`src/rtl/store_buffer.sv`:
```
// Write-back store buffer: FIFO of pending stores, drains to memory, forwards to hitting loads.
// Loads return in one cycle; stall is raised only for a load miss while full or draining.
module store_buffer #(
  parameter int DEPTH  = 4,
  parameter int ADDR_W = 32,
  parameter int DATA_W = 32
) (
  input  logic                     clk,
  input  logic                     rst,
  input  logic [ADDR_W-1:0]        ex_addr,
  input  logic [DATA_W-1:0]        ex_write_data,
  input  logic                     ex_memwrite,
  input  logic                     ex_memread,
  input  logic                     drain_all,
  output logic [ADDR_W-1:0]        mem_addr,
  output logic [DATA_W-1:0]        mem_write_data,
  output logic                     mem_memwrite,
  output logic                     mem_memread,
  input  logic [DATA_W-1:0]        mem_read_data,
  output logic [DATA_W-1:0]        load_data,
  output logic                     load_valid,
  output logic                     stall,
  output logic                     empty,
  output logic [$clog2(DEPTH):0]   count,
  output logic                     err
);

  localparam int PTR_W = $clog2(DEPTH);
  localparam int CNT_W = PTR_W + 1;

  logic [ADDR_W-1:0] addr_q [DEPTH];
  logic [DATA_W-1:0] data_q [DEPTH];
  logic [DEPTH-1:0]  vld_q;
  logic [PTR_W-1:0]  head_q;
  logic [PTR_W-1:0]  tail_q;
  logic [CNT_W-1:0]  count_q;

  logic              is_store;
  logic              is_load;
  logic              is_bad;
  logic              is_idle;
  logic              full;
  logic              hit;
  logic [DATA_W-1:0] fwd_data;
  logic [PTR_W-1:0]  scan_idx;
  logic              drain;
  logic              load_rd;
  logic              load_acc;
  logic              push;
  logic              pop;

  assign is_store = ex_memwrite & ~ex_memread;
  assign is_load  = ex_memread & ~ex_memwrite;
  assign is_bad   = ex_memwrite & ex_memread;
  assign is_idle  = ~ex_memwrite & ~ex_memread;
  assign full     = (count_q == CNT_W'(DEPTH));

  // Scan oldest to youngest so the last match (closest to tail) wins.
  always_comb begin
    hit      = 1'b0;
    fwd_data = '0;
    scan_idx = '0;
    for (int i = 0; i < DEPTH; i++) begin
      scan_idx = head_q + PTR_W'(i);
      if (vld_q[scan_idx] && (addr_q[scan_idx] == ex_addr)) begin
        hit      = 1'b1;
        fwd_data = data_q[scan_idx];
      end
    end
  end

  // A load only gives up the port when the buffer must make room or is being flushed.
  assign drain    = (count_q != '0) & (is_idle | is_bad | full | drain_all);
  assign load_rd  = is_load & ~hit & ~full & ~drain_all;
  assign stall    = is_load & ~hit & (full | drain_all);
  assign load_acc = is_load & (hit | load_rd);
  assign push     = is_store;
  assign pop      = drain;

  always_comb begin
    mem_addr       = addr_q[head_q];
    mem_write_data = data_q[head_q];
    mem_memwrite   = 1'b0;
    mem_memread    = 1'b0;
    if (!rst) begin
      if (drain) begin
        mem_memwrite = 1'b1;
      end else if (load_rd) begin
        mem_memread = 1'b1;
        mem_addr    = ex_addr;
      end
    end
  end

  always_ff @(posedge clk or posedge rst) begin
    if (rst) begin
      head_q  <= '0;
      tail_q  <= '0;
      count_q <= '0;
      vld_q   <= '0;
    end else begin
      if (pop) begin
        vld_q[head_q] <= 1'b0;
        head_q        <= head_q + 1'b1;
      end
      // When full, push reuses the slot just popped; the push must win.
      if (push) begin
        vld_q[tail_q] <= 1'b1;
        tail_q        <= tail_q + 1'b1;
      end
      count_q <= count_q + CNT_W'(push) - CNT_W'(pop);
    end
  end

  always_ff @(posedge clk) begin
    if (push) begin
      addr_q[tail_q] <= ex_addr;
      data_q[tail_q] <= ex_write_data;
    end
  end

  always_ff @(posedge clk or posedge rst) begin
    if (rst) begin
      load_data  <= '0;
      load_valid <= 1'b0;
      err        <= 1'b0;
    end else begin
      load_valid <= load_acc;
      err        <= is_bad;
      if (load_acc) begin
        load_data <= hit ? fwd_data : mem_read_data;
      end
    end
  end

  assign count = count_q;
  assign empty = (count_q == '0);

  a_no_overflow: assert property (@(posedge clk) disable iff (rst) !(push && full && !pop));

endmodule

```
`config.mk`:
```
export PLATFORM = sky130hd
export DESIGN_NAME = store_buffer
export DESIGN_NICKNAME = d
export VERILOG_FILES = /design/src/rtl/store_buffer.sv
export SDC_FILE = /design/constraint.sdc
export NUM_CORES = 1
export LEC_CHECK = 0
export ABC_CLOCK_PERIOD_IN_PS = 4400
export CAP_MARGIN = 20
export CELL_PAD_IN_SITES_DETAIL_PLACEMENT = 1
export CELL_PAD_IN_SITES_GLOBAL_PLACEMENT = 1
export CORE_ASPECT_RATIO = 1.4
export CORE_MARGIN = 2
export CORE_UTILIZATION = 44
export DETAILED_ROUTE_END_ITERATION = 10
export GPL_ROUTABILITY_DRIVEN = 0
export PLACE_DENSITY = 0.78
export SETUP_SLACK_MARGIN = 0.3
export SYNTH_ARGS = -nofsm -noshare
export SYNTH_HDL_FRONTEND = slang
export SYNTH_SLANG_ARGS = --single-unit
```
`constraint.sdc`:
```
create_clock -name clk -period 4.4 [get_ports clk]
set_clock_uncertainty 0.05 [all_clocks]
set_input_delay 0.44 -clock clk [delete_from_list [all_inputs] [get_ports clk]]
set_output_delay 0.44 -clock clk [all_outputs]
set_load 0.05 [all_outputs]
```
==> results.txt <==
----------------------------------------------------
[Synth]
  Fraction of the yosys area taken by sequential cells ... 43.1%
  EDFF count, synth ... 256
  Number of unique standard cell types used by synthesis ... 63
  Cell type with the highest aggregate area in the netlist ... edfxtp_1
  Syn avg cell area ... 14.7 um^2
  Number of instances in the synthesized netlist ... 1393
  Async SR Flop Fraction ... 15.0%
  Area share of the largest cell type after synthesis ... 37.6%
  YS warnings ... 0
  Most area-consuming cells after synthesis ... edfxtp_1 38%, mux4_2 26%, dfrtp_1 5.5%
  Nets in the synthesized netlist ... 1508
  Total standard cell area after synthesis ... 20400 um^2
  Flip-flop and latch count after synthesis ... 301
  Post-synth top flop ... edfxtp_1

[Global route]
  Overflow left after global routing ... 0
  Vias in the first global route ... 15500
  Largest net degree at the start of global routing ... 68
  Total GRT Usage ... 27.0%
  First-pass GRT wire length ... 96.9 mm
  Antenna violations before repair ... 2

[Finish]
  Number of nets in the layout ... 1767
  Area growth from synthesis to final layout ... 26.1%
  Proportion of layout cells with a drive suffix above 1 ... 34.0%
  Post-layout instance area ... 25800 um^2

[Clock tree]
  Clock buffer depth ... 3
  Register clock-pin slew on the reported worst setup and hold paths ... 0.06 ns
  Number of buffers added by the clock tree synthesis step ... 34
  Clock tree root buffer cell ... clkbuf_16
  CTS HTree Levels ... 2
  TritonCTS clock tree ... built
  Clock latency on the worst-skew pair ... 0.54 ns
  Clock sink total ... 301
  Cts hold-fix bufs ... 0

[Timing]
  Smallest setup slack after layout ... -0.699 ns
  Maximum clock frequency ... 0.196 GHz
  Final critical delay including setup and external delays ... 5.10 ns
  Final hold viol count ... 0
  Final-report max-slew violation count ... 0
  Setup TNS ... -25.42 ns
  Hold WS ... 0.357 ns
  Measured slew at the worst slew-check pin ... 0.863 ns
  Final clock period utilization by the worst path ... 116%
  RSZ-0062 raised after global routing ... true
  Worst slew slack as a fraction of its limit ... 42.4%
  Final setup viols ... 44

[Placed design]
  Number of I/O port buffers ... 205
  Cell Area, Placed ... 23800 um^2
  Place WS ... -0.144 ns
  Estimated wirelength of the detail-placed design ... 44.4 mm

[Route]
  Length of routed met3 wiring ... 3.98 mm
  DRC violations left ... 0
  DRT antenna net count ... 0
  Highest signal layer in the routed design ... met5
  Met1 wire length ... 22.5 mm
  Detailed-route wire length per cell ... 28.7 um
  Sum of routed wire length over all layers ... 65.9 mm
  Detail-routed via count per cell ... 6.35
  Met2 WL post-DR ... 34.8 mm
  Length of the first detailed-routing pass in iterations ... 5
  Vias ... 14600
  Drt initial violations ... 1133

[Power and ir drop]
  Reg power frac ... 19.8%
  Power share of the clock group ... 15.7%
  Pwr per Cell Area ... 750 nW/um^2
  Design internal power ... 11400 uW
  Pwr Total ... 19300 uW
  Logic gate share of total power ... 64.5%
  Switching power share of the total ... 40.9%
  Switching component of the power ... 7900 uW
  Leak pwr ... 0.00936 uW
  Worst supply voltage drop on vdd ... 608 uV

[Worst setup path]
  Arr. time, crit path ... 4.61 ns
  Kind of capture point of the worst setup path ... primary output
  Required time at the endpoint of the critical path ... 3.91 ns
  Kind of launch point of the worst setup path ... flop
  Highest net fanout along the worst path ... 7
  WS Path Type ... reg2out

[Floorplanning]
  Chip height ... 259 um
  Number of rows created at floorplan ... 93
  Area of the core region ... 46000 um^2
  Area of the die ... 48200 um^2
  Floorplan die width ... 186 um
  Effective utilization at floorplan ... 44.5%
  Boundary pin count ... 206

[Outcome]
  Violated checks ... negative setup slack
  Outcome ... finished with violations

[Worst hold path]
  Worst min-delay path category ... in2async

[Run]
  MaxCap Viol Count ... 0

----------------------------------------------------
[layer usage]
| metal | vias up | track usage, % |
|---|---|---|
| met5 | - | 0 |
| met2 | 672 | 48.9 |
| met3 | 211 | 3.97 |
| met1 | 7579 | 30.0 |
| met4 | 2 | 15.0 |
| li1 | 6117 | - |
[power by group through the flow]
stage	clock [uW]	sequential (uW)	combinational, uW
after floorplan	0	4110	8160
after global placement	0	3820	11500
after detailed placement	0	3880	11800
after CTS	3090	3820	12300
after global routing	3180	3870	13100
final	3030	3830	12500
[Yosys cell counts, types with 22 or more instances]
cell type,instances
edfxtp_1,256
clkbuf_1,49
nor2b_1,35
xor2_1,22
mux2_4,28
mux4_2,234
nand2_1,54
o22ai_1,38
inv_1,54
mux2i_1,94
a21o_1,36
nor2_1,49
buf_2,30
xnor2_1,94
a211oi_1,35
dfrtp_1,45
a211o_1,32
[worst max-delay path, cell delays in order (launching register included)]
cell       delay (ns)
dfrtp_4          0.52
inv_8            0.07
ha_4             0.21
buf_12           0.14
buf_12           0.14
buf_4            0.17
mux4_2           0.30
xor2_1           0.19
nor4_2           0.33
o2111ai_1        0.23
or4_4            0.58
nand3_2          0.11
or2_1            0.14
or3_4            0.19
buf_4            0.14
buf_12           0.12
mux2_2           0.34
buf_6            0.15
[logic make-up (layout without fill, tap and decap cells)]
kind of cell | after synthesis | after routing | synth area share (%)
AOI/OAI and AO/OA | 198 | 198 | 7.36
other | 0 | 1 | 0
xor gates and xnor gates | 116 | 116 | 4.97
DFF | 301 | 301 | 43.1
adders and majority gates | 14 | 14 | 0.894
and+or+nand+nor | 200 | 200 | 4.95
muxes | 372 | 372 | 33.4
buffers and inverters | 192 | 477 | 5.31
[metrics by stage]
stage | instances | util [%]
2_1_floorplan | 1393 | -
4_1_cts | 2280 | 55.2
3_3_place_gp | 2202 | 51.9
3_5_place_dp | 2202 | 51.9
5_1_grt | 2296 | 56.1
6_report | 2296 | 56.1
[sequential cells by signal, summed over array words and instances (netlist names)]
register and flops:
addr_q 128, count 3, data_q 128, err 1, head_q 2, load_data 32, load_valid 1, tail_q 2
vld_q 4
[cells in the final DEF, fill, tap and decap left out, drive strengths merged, types with 36 or more instances in the layout]
cell type,instances
dfrtp,45
nor2,49
a21o,36
xnor2,94
inv,58
edfxtp,256
clkbuf,50
o22ai,38
mux2,43
mux4,235
nand2,54
mux2i,94
buf,182
clkdlybuf4s50,171
[layout make-up]
cell class | count | area (um^2)
multi-input combinational | 900 | 10800
antenna | 1 | 2.50
clock buffer | 46 | 926
inverter | 56 | 218
fill | 4364 | 20200
tap | 617 | 772
timing repair buffer | 359 | 3990
sequential | 301 | 8820
clock inverter | 16 | 229
[final timing paths]
kind                                  startpoint                         to  slack, ns  cells past startpoint
setup / recovery           head_q[0]$_DFFE_PP0P_                mem_addr[0]      -0.70                     17
hold / removal                               rst         vld_q[1]$_DFF_PP0_       0.36                      2
setup reg to reg           head_q[0]$_DFFE_PP0P_  load_data[14]$_DFFE_PP0P_       0.12                     16
hold reg to reg            tail_q[0]$_DFFE_PP0P_      tail_q[0]$_DFFE_PP0P_       0.49                      1
max in group asynchronous                    rst  load_data[10]$_DFFE_PP0P_       3.24                      4
min in group clk               mem_read_data[13]  load_data[13]$_DFFE_PP0P_       0.44                      2
[timing repair]
action | in CTS | in global routing
cloned | 4 | 6
buffers inserted | 12 | 8
gates resized for setup | 39 | 36
endpoints found under the setup margin | 93 | 87
pin swaps | 8 | 4
Note: power is estimated with default switching activity, not from simulation.
